--- src/rtl/inst_buffer.sv ---
// -----------------------------------------------------------------------------
// inst_buffer
//
// Purpose:
//   Instruction buffer between fetch and the two-wide decode stage. Entries
//   are held in program order in a circular array. Up to two entries are
//   accepted from fetch per cycle and up to two are presented from the head
//   to the decoders. Fetch-side exceptions ride along with each instruction.
//   A flush discards all buffered entries (mispredict or exception redirect).
//
// Ports:
//   clk                        clock, all state updates on the rising edge
//   rst                        asynchronous active-high reset
//   flush                      drop every entry at the next edge
//   in_valid[1:0]              fetch slot valids (bit 1 only with bit 0)
//   in_pc0/1, in_inst0/1       fetch slot pc and instruction word
//   in_is_exception0/1         fetch exception flag per slot
//   in_exception_cause0/1      fetch exception code per slot
//   in_ready                   room for two entries this cycle
//   out_valid[1:0]             head (bit 0) / head+1 (bit 1) entry valid
//   out_pc0/1, out_inst0/1     head / head+1 entry pc and instruction
//   out_is_exception0/1        head / head+1 exception flag
//   out_exception_cause0/1     head / head+1 exception code
//   out_ready[1:0]             decode consumes slot (bit 1 only with bit 0)
//   count                      number of occupied entries
// -----------------------------------------------------------------------------
module inst_buffer #(
  parameter int DEPTH = 8,
  parameter int PTR_W = $clog2(DEPTH)
) (
  input  logic             clk,
  input  logic             rst,
  input  logic             flush,

  input  logic [1:0]       in_valid,
  input  logic [31:0]      in_pc0,
  input  logic [31:0]      in_pc1,
  input  logic [31:0]      in_inst0,
  input  logic [31:0]      in_inst1,
  input  logic             in_is_exception0,
  input  logic             in_is_exception1,
  input  logic [6:0]       in_exception_cause0,
  input  logic [6:0]       in_exception_cause1,
  output logic             in_ready,

  output logic [1:0]       out_valid,
  output logic [31:0]      out_pc0,
  output logic [31:0]      out_pc1,
  output logic [31:0]      out_inst0,
  output logic [31:0]      out_inst1,
  output logic             out_is_exception0,
  output logic             out_is_exception1,
  output logic [6:0]       out_exception_cause0,
  output logic [6:0]       out_exception_cause1,
  input  logic [1:0]       out_ready,

  output logic [PTR_W:0]   count
);

  // One buffered instruction: 32 + 32 + 1 + 7 = 72 bits.
  typedef struct packed {
    logic [31:0] pc;
    logic [31:0] inst;
    logic        is_exception;
    logic [6:0]  cause;
  } entry_t;

  // in_ready threshold: two free slots remain when count <= DEPTH-2.
  localparam logic [PTR_W:0] READY_MAX = (PTR_W+1)'(DEPTH - 2);

  // ---------------------------------------------------------------------------
  // State
  // ---------------------------------------------------------------------------
  entry_t             mem_q [DEPTH];
  entry_t             mem_d [DEPTH];
  logic [PTR_W-1:0]   head_q;
  logic [PTR_W-1:0]   head_d;
  logic [PTR_W-1:0]   tail_q;
  logic [PTR_W-1:0]   tail_d;
  logic [PTR_W:0]     count_q;
  logic [PTR_W:0]     count_d;

  // ---------------------------------------------------------------------------
  // Derived control
  // ---------------------------------------------------------------------------
  logic [PTR_W-1:0]   head_p1;
  logic [PTR_W-1:0]   tail_p1;
  logic [1:0]         enq_n;
  logic [1:0]         deq_n;
  logic               enq_ok;
  entry_t             in_entry0;
  entry_t             in_entry1;
  entry_t             head_entry;
  entry_t             next_entry;

  // Pointers are PTR_W bits wide and DEPTH is a power of two, so the
  // natural overflow of the adders gives the modulo-DEPTH wrap.
  assign head_p1 = head_q + PTR_W'(1);
  assign tail_p1 = tail_q + PTR_W'(1);

  // in_ready looks only at registered occupancy; a dequeue in the same
  // cycle never frees space, which keeps out_ready off the in_ready path.
  assign in_ready  = (count_q <= READY_MAX);
  assign out_valid = {(count_q >= (PTR_W+1)'(2)), (count_q >= (PTR_W+1)'(1))};

  // Writes are suppressed during flush so the discarded cycle leaves no trace.
  assign enq_ok = in_ready & ~flush;

  assign in_entry0 = '{pc: in_pc0, inst: in_inst0,
                       is_exception: in_is_exception0, cause: in_exception_cause0};
  assign in_entry1 = '{pc: in_pc1, inst: in_inst1,
                       is_exception: in_is_exception1, cause: in_exception_cause1};

  always_comb begin
    enq_n = 2'd0;
    if (in_ready) begin
      enq_n = {1'b0, in_valid[0]} + {1'b0, in_valid[1]};
    end
  end

  // Slot 1 is only honoured together with slot 0 on the decode side.
  always_comb begin
    deq_n = 2'd0;
    if (out_valid[0] && out_ready[0]) begin
      if (out_valid[1] && out_ready[1]) begin
        deq_n = 2'd2;
      end else begin
        deq_n = 2'd1;
      end
    end
  end

  // ---------------------------------------------------------------------------
  // Pointer / occupancy next state. Flush overrides enqueue and dequeue.
  // ---------------------------------------------------------------------------
  always_comb begin
    head_d  = head_q + PTR_W'(deq_n);
    tail_d  = tail_q + PTR_W'(enq_n);
    count_d = count_q + (PTR_W+1)'(enq_n) - (PTR_W+1)'(deq_n);
    if (flush) begin
      head_d  = '0;
      tail_d  = '0;
      count_d = '0;
    end
  end

  always_ff @(posedge clk or posedge rst) begin
    if (rst) begin
      head_q  <= '0;
      tail_q  <= '0;
      count_q <= '0;
    end else begin
      head_q  <= head_d;
      tail_q  <= tail_d;
      count_q <= count_d;
    end
  end

  // ---------------------------------------------------------------------------
  // Entry storage. Each entry is cleared on reset so the read ports never
  // present X after reset, even for slots that were never written.
  // ---------------------------------------------------------------------------
  generate
    for (genvar gi = 0; gi < DEPTH; gi++) begin : g_entry
      logic wr_slot0;
      logic wr_slot1;

      assign wr_slot0 = enq_ok & in_valid[0] & (tail_q  == PTR_W'(gi));
      assign wr_slot1 = enq_ok & in_valid[1] & (tail_p1 == PTR_W'(gi));

      // With DEPTH >= 4, tail and tail+1 never alias the same entry.
      always_comb begin
        mem_d[gi] = mem_q[gi];
        if (wr_slot0) begin
          mem_d[gi] = in_entry0;
        end else if (wr_slot1) begin
          mem_d[gi] = in_entry1;
        end
      end

      always_ff @(posedge clk or posedge rst) begin
        if (rst) begin
          mem_q[gi] <= '0;
        end else begin
          mem_q[gi] <= mem_d[gi];
        end
      end
    end
  endgenerate

  // ---------------------------------------------------------------------------
  // Read ports: straight from registered state, no enqueue bypass.
  // ---------------------------------------------------------------------------
  assign head_entry = mem_q[head_q];
  assign next_entry = mem_q[head_p1];

  assign out_pc0              = head_entry.pc;
  assign out_inst0            = head_entry.inst;
  assign out_is_exception0    = head_entry.is_exception;
  assign out_exception_cause0 = head_entry.cause;

  assign out_pc1              = next_entry.pc;
  assign out_inst1            = next_entry.inst;
  assign out_is_exception1    = next_entry.is_exception;
  assign out_exception_cause1 = next_entry.cause;

  assign count = count_q;

endmodule

--- config.mk ---
export PLATFORM = sky130hd
export DESIGN_NAME = inst_buffer
export DESIGN_NICKNAME = d
export VERILOG_FILES = /design/src/rtl/inst_buffer.sv
export SDC_FILE = /design/constraint.sdc
export NUM_CORES = 2
export LEC_CHECK = 0
export CAP_MARGIN = 40
export CORE_ASPECT_RATIO = 0.6
export CORE_UTILIZATION = 60
export DETAILED_ROUTE_END_ITERATION = 10
export GPL_TIMING_DRIVEN = 0
export PLACE_DENSITY = 0.81
export SYNTH_ARGS = -nofsm -noshare
export SYNTH_HDL_FRONTEND = slang
export SYNTH_SLANG_ARGS = --single-unit
--- constraint.sdc ---
create_clock -name clk -period 28.3 [get_ports clk]
set_input_delay 5.66 -clock clk [delete_from_list [all_inputs] [get_ports clk]]
set_output_delay 5.66 -clock clk [all_outputs]
set_load 0.01 [all_outputs]
==> impl_results.md <==
* Run status: finished with violations
* Violated checks: design-rule violations
* Cts repair resizes at 0
* Area occupied by multi-input gates at slightly above 20000 um2
* NetSw at approximately 2.2 mW
* Number of enable-type register cells in the synthesized netlist at 0
* Drt wl/cell at 32.4 um
* H-tree Lvls at 2
* Die extent in x at 323 um
* Maximum number of buffers from clock root to sink at 3
* Post-synth top cells: sky130_fd_sc_hd__dfrtp_1, sky130_fd_sc_hd__o21ai_0, sky130_fd_sc_hd__nand2_1
* Antenna violations before repair at 23
* Worst setup skew after layout at 15.5 ps
* Antenna Violating Nets Remaining at 0
* Final GP Congestion at approximately 1.0
* Routed wire length at roughly 160000 um
* Count of buffers inserted at the top-level ports at 235
* Clock edge transition at the registers on the reported setup and hold paths at ~70 ps
* Fraction of power consumed by sequential logic at between 20% and 30%
* Vias after detailed routing at around 38000
* Xor and xnor area share after synthesis at less than 1%
* Transition time at the pin with the least slew margin at roughly 1100 ps
* Final count of hold timing violations at 0
* Filler cells at ~4500
* Core Area at between 60000 and 70000 um2
* Storage cell area at roughly 15000 um2
* Combinational family with the most area after synthesis: multiplexers
* Maximum resistive drop on vdd at roughly 0.000076 V
* Cells after Synth at about 3600
* #FFs+latches synth at ~590
* Cell with the most instances on the worst path: sky130_fd_sc_hd__clkbuf_1
* Post-synth net total at 3788
* Clock group share of total power at approximately 16%
* Setup-failing EPs final at 0
* Average vias per placed instance at between 7 and 8
* Buffer count from post-CTS setup fixing at 0
* Area share of the leading cell type in the synthesized netlist at about two fifths
* Worst-skew pair later-pin latency at roughly 660 ps
* Number of pins with negative max-slew slack in the final report at 0
* Part of the Yosys area used for sequential elements at between 30% and 40%
* Synthesized-area fraction occupied by and/or/nand/nor cells at ~10%
* DRT Pass-1 Iters at 11
* Clock tree from TritonCTS: done
* Area growth from synthesis to final layout at 15.7%
* Largest net degree at the start of global routing at 118
* Count of unique library cells instantiated by Yosys at 53
* Worst Path Max Fanout at 10
* Min Tclk post-route at ~11000 ps
* Remaining routing DRC violations at 3
* Max-cap viol count at 0
* Die Y-Extent at 195 um
* Chain of cells forming the critical path: ha_1 > clkbuf_1 > clkbuf_1 > buf_1 > mux4_2 > mux2_2 > clkdlybuf4s50_1
* Highest Clock Rate at 95.0 MHz
* Cell-internal power at 3.10 mW
* Std-Cell Rows at 70
* Number of buffers added to fix hold violations after cts at 0
* Pwr Density at 124 nW/um2
* Fraction of final layout cells with drive strength greater than 1 at 18.5%
* Synthesis Warnings at 0
* Via count of the first global-routing pass at 36200
* Mean cell area of the mapped netlist at between 10 and 15 um2
* Kind of path behind the tightest hold check: reg -> reg
* Global-route wire length before repair at approximately 230000 um
* Post-synthesis cell type with the largest combined area: sky130_fd_sc_hd__dfrtp_1
* Share of total power consumed by net switching at roughly two fifths
* Share of the synthesized area in compound gates (AO/OA/AOI/OAI) at ~17%
* Max stage delay cell, worst path: sky130_fd_sc_hd__buf_1
* Category of the worst setup path launch point: flip-flop
* Initial core utilization at between 60% and 70%
* Global route overflow at 0
* Kind of cell adding the most delay to the critical path: buffers and inverters
* RSZ-0062 raised after global routing: false
* Final layout net count at between 4000 and 5000
* Asr flop ratio synth at between 90% and 100%
* Total clock buffers created by CTS at 57
* Post-synth design cell area at about 37000 um2
* Stage delay of the slowest cell on the critical path at between 700 and 800 ps
* Combinational cell fraction of total power at a little under three fifths
* Share of the cycle needed by the critical path after routing at a little under two fifths
* Tot Pwr at about 5.3 mW
* Worst slew margin relative to its limit at about 28%
* Data required time of the critical path at approximately 23000 ps
* Static leakage power at between 15 and 20 nW
* Kind of capture point of the worst setup path: primary output
* Number of buffers and inverters on the critical path at 4
* IO Count at between 300 and 400
* Master cell of the clock root buffer: sky130_fd_sc_hd__clkbuf_16
* Estimated wirelength of the detail-placed design at around 110000 um
* Total negative slack for setup checks at 0 ps
* Total Die Area at 62900 um2
* Post-Synth Adder-Cell Area at 0.620%
* Share of synthesized area spent on multiplexers at between 20% and 30%
* Worst endpoint data arrival time at approximately 4900 ps
* Detailed router's first-iteration violation count at approximately 7400
* Cell with the most instances after synthesis: sky130_fd_sc_hd__dfrtp_1
* Largest cells by area after synthesis: sky130_fd_sc_hd__dfrtp_1, sky130_fd_sc_hd__mux4_2, sky130_fd_sc_hd__o21ai_0
* Num Clock Sinks at approximately 600
* Gr usage total at between 40% and 50%
* Critical setup path kind: reg -> out
* Flip-flop cell with the highest count after synthesis: sky130_fd_sc_hd__dfrtp_1
* FF-to-FF setup slack at roughly 24000 ps
==> cells by family (layout without fill, tap and decap cells) <==
logic type                 Yosys count  in the layout
DFF                                586            586
muxes                              631            631
adders and majority gates           16             16
xor gates and xnor gates             5              5
other                                0             21
buffers and inverters              487            856
AOI/OAI and AO/OA                 1085           1085
and+or+nand+nor                    811            811
==> cell type report <==
class / instances / area share (%)
Antenna cell: 21 / 0.122
Buffer: 465 / 4.71
Clock buffer: 86 / 3.98
Clock inverter: 19 / 0.585
Inverter: 22 / 0.210
Multi-Input combinational cell: 2548 / 47.4
Sequential cell: 586 / 34.1
Tap cell: 828 / 2.41
Timing Repair Buffer: 264 / 6.45
==> state kept, by name (all words and copies together) (netlist names) <==
name,count
head_q,3
tail_q,3
count,4
mem_q,576
==> placed cells by master (no fill, tap or decap), drive strengths merged, types with 3 or more instances in the layout <==
| cell | n |
|---|---|
| dfrtp | 586 |
| o21ai | 477 |
| clkbuf | 355 |
| nand2 | 341 |
| a31oi | 332 |
| mux4 | 288 |
| nand3 | 268 |
| clkdlybuf4s50 | 235 |
| buf | 225 |
| mux2i | 199 |
| mux2 | 144 |
| a21oi | 138 |
| nor2 | 75 |
| nor3 | 70 |
| a211oi | 67 |
| a221o | 25 |
| inv | 23 |
| diode | 21 |
| and3 | 21 |
| a21o | 16 |
| a22o | 15 |
| ha | 12 |
| nor2b | 11 |
| clkinv | 11 |
| a22oi | 7 |
| bufinv | 6 |
| nand2b | 4 |
| fa | 4 |
| and2 | 4 |
| nor4bb | 3 |
| xnor2 | 3 |
| or2 | 3 |
| a21boi | 3 |
==> through the flow <==
| step | util, % | hold slack [ps] | worst slack, ps | cells | cell area [um2] |
|---|---|---|---|---|---|
| 2_1_floorplan | - | 461 | 6240 | 3621 | 37100 |
| 3_3_place_gp | 66.4 | 473 | -1120 | 4684 | 40500 |
| 3_5_place_dp | 67.1 | 489 | 18710 | 4712 | 40900 |
| 4_1_cts | 70.3 | 504 | 18040 | 4817 | 42900 |
| 5_1_grt | 70.3 | 529 | 17890 | 4830 | 42900 |
| 6_report | 70.4 | 503 | 17780 | 4839 | 43000 |
==> metal layers <==
metal	up-vias	global-route usage (%)	part of all wire, %
met5	-	2.38	0.19
li1	14400	-	-
met2	4369	63.3	39
met1	18200	67.1	35
met4	26	25.5	6.4
met3	845	26.7	20
==> power groups by stage <==
stage	registers (mW)	logic (mW)	clock network, mW
floorplan	1.39	1.72	0
global placement	1.48	2.72	0
detailed placement	1.50	2.79	0
CTS	1.49	2.81	0.826
global route	1.55	3.03	0.860
finish	1.53	2.94	0.845
==> worst register-to-register path: cells and delay by family, from the launching register on <==
family	cells	cell delay, ps
AO/OA/AOI/OAI	2	580
adder cells (fa/ha/maj)	1	400
buffers and inverters	5	2120
flip-flops	1	500
AND/OR/NAND/NOR	2	310
==> path summary, 6_finish.rpt <==
check	from	cells past startpoint	endpoint
worst max register to register	tail_q[0]$_DFF_PP0_	10	mem_q[116]$_DFFE_PP0P_
worst max-delay path	head_q[0]$_DFF_PP0_	7	out_pc1[29]
min in group asynchronous	rst	2	mem_q[228]$_DFFE_PP0P_
max in group asynchronous	rst	5	mem_q[104]$_DFFE_PP0P_
worst min register to register	mem_q[316]$_DFFE_PP0P_	2	mem_q[316]$_DFFE_PP0P_
worst min-delay path	mem_q[316]$_DFFE_PP0P_	2	mem_q[316]$_DFFE_PP0P_
Power figures use the tool's default switching activity.
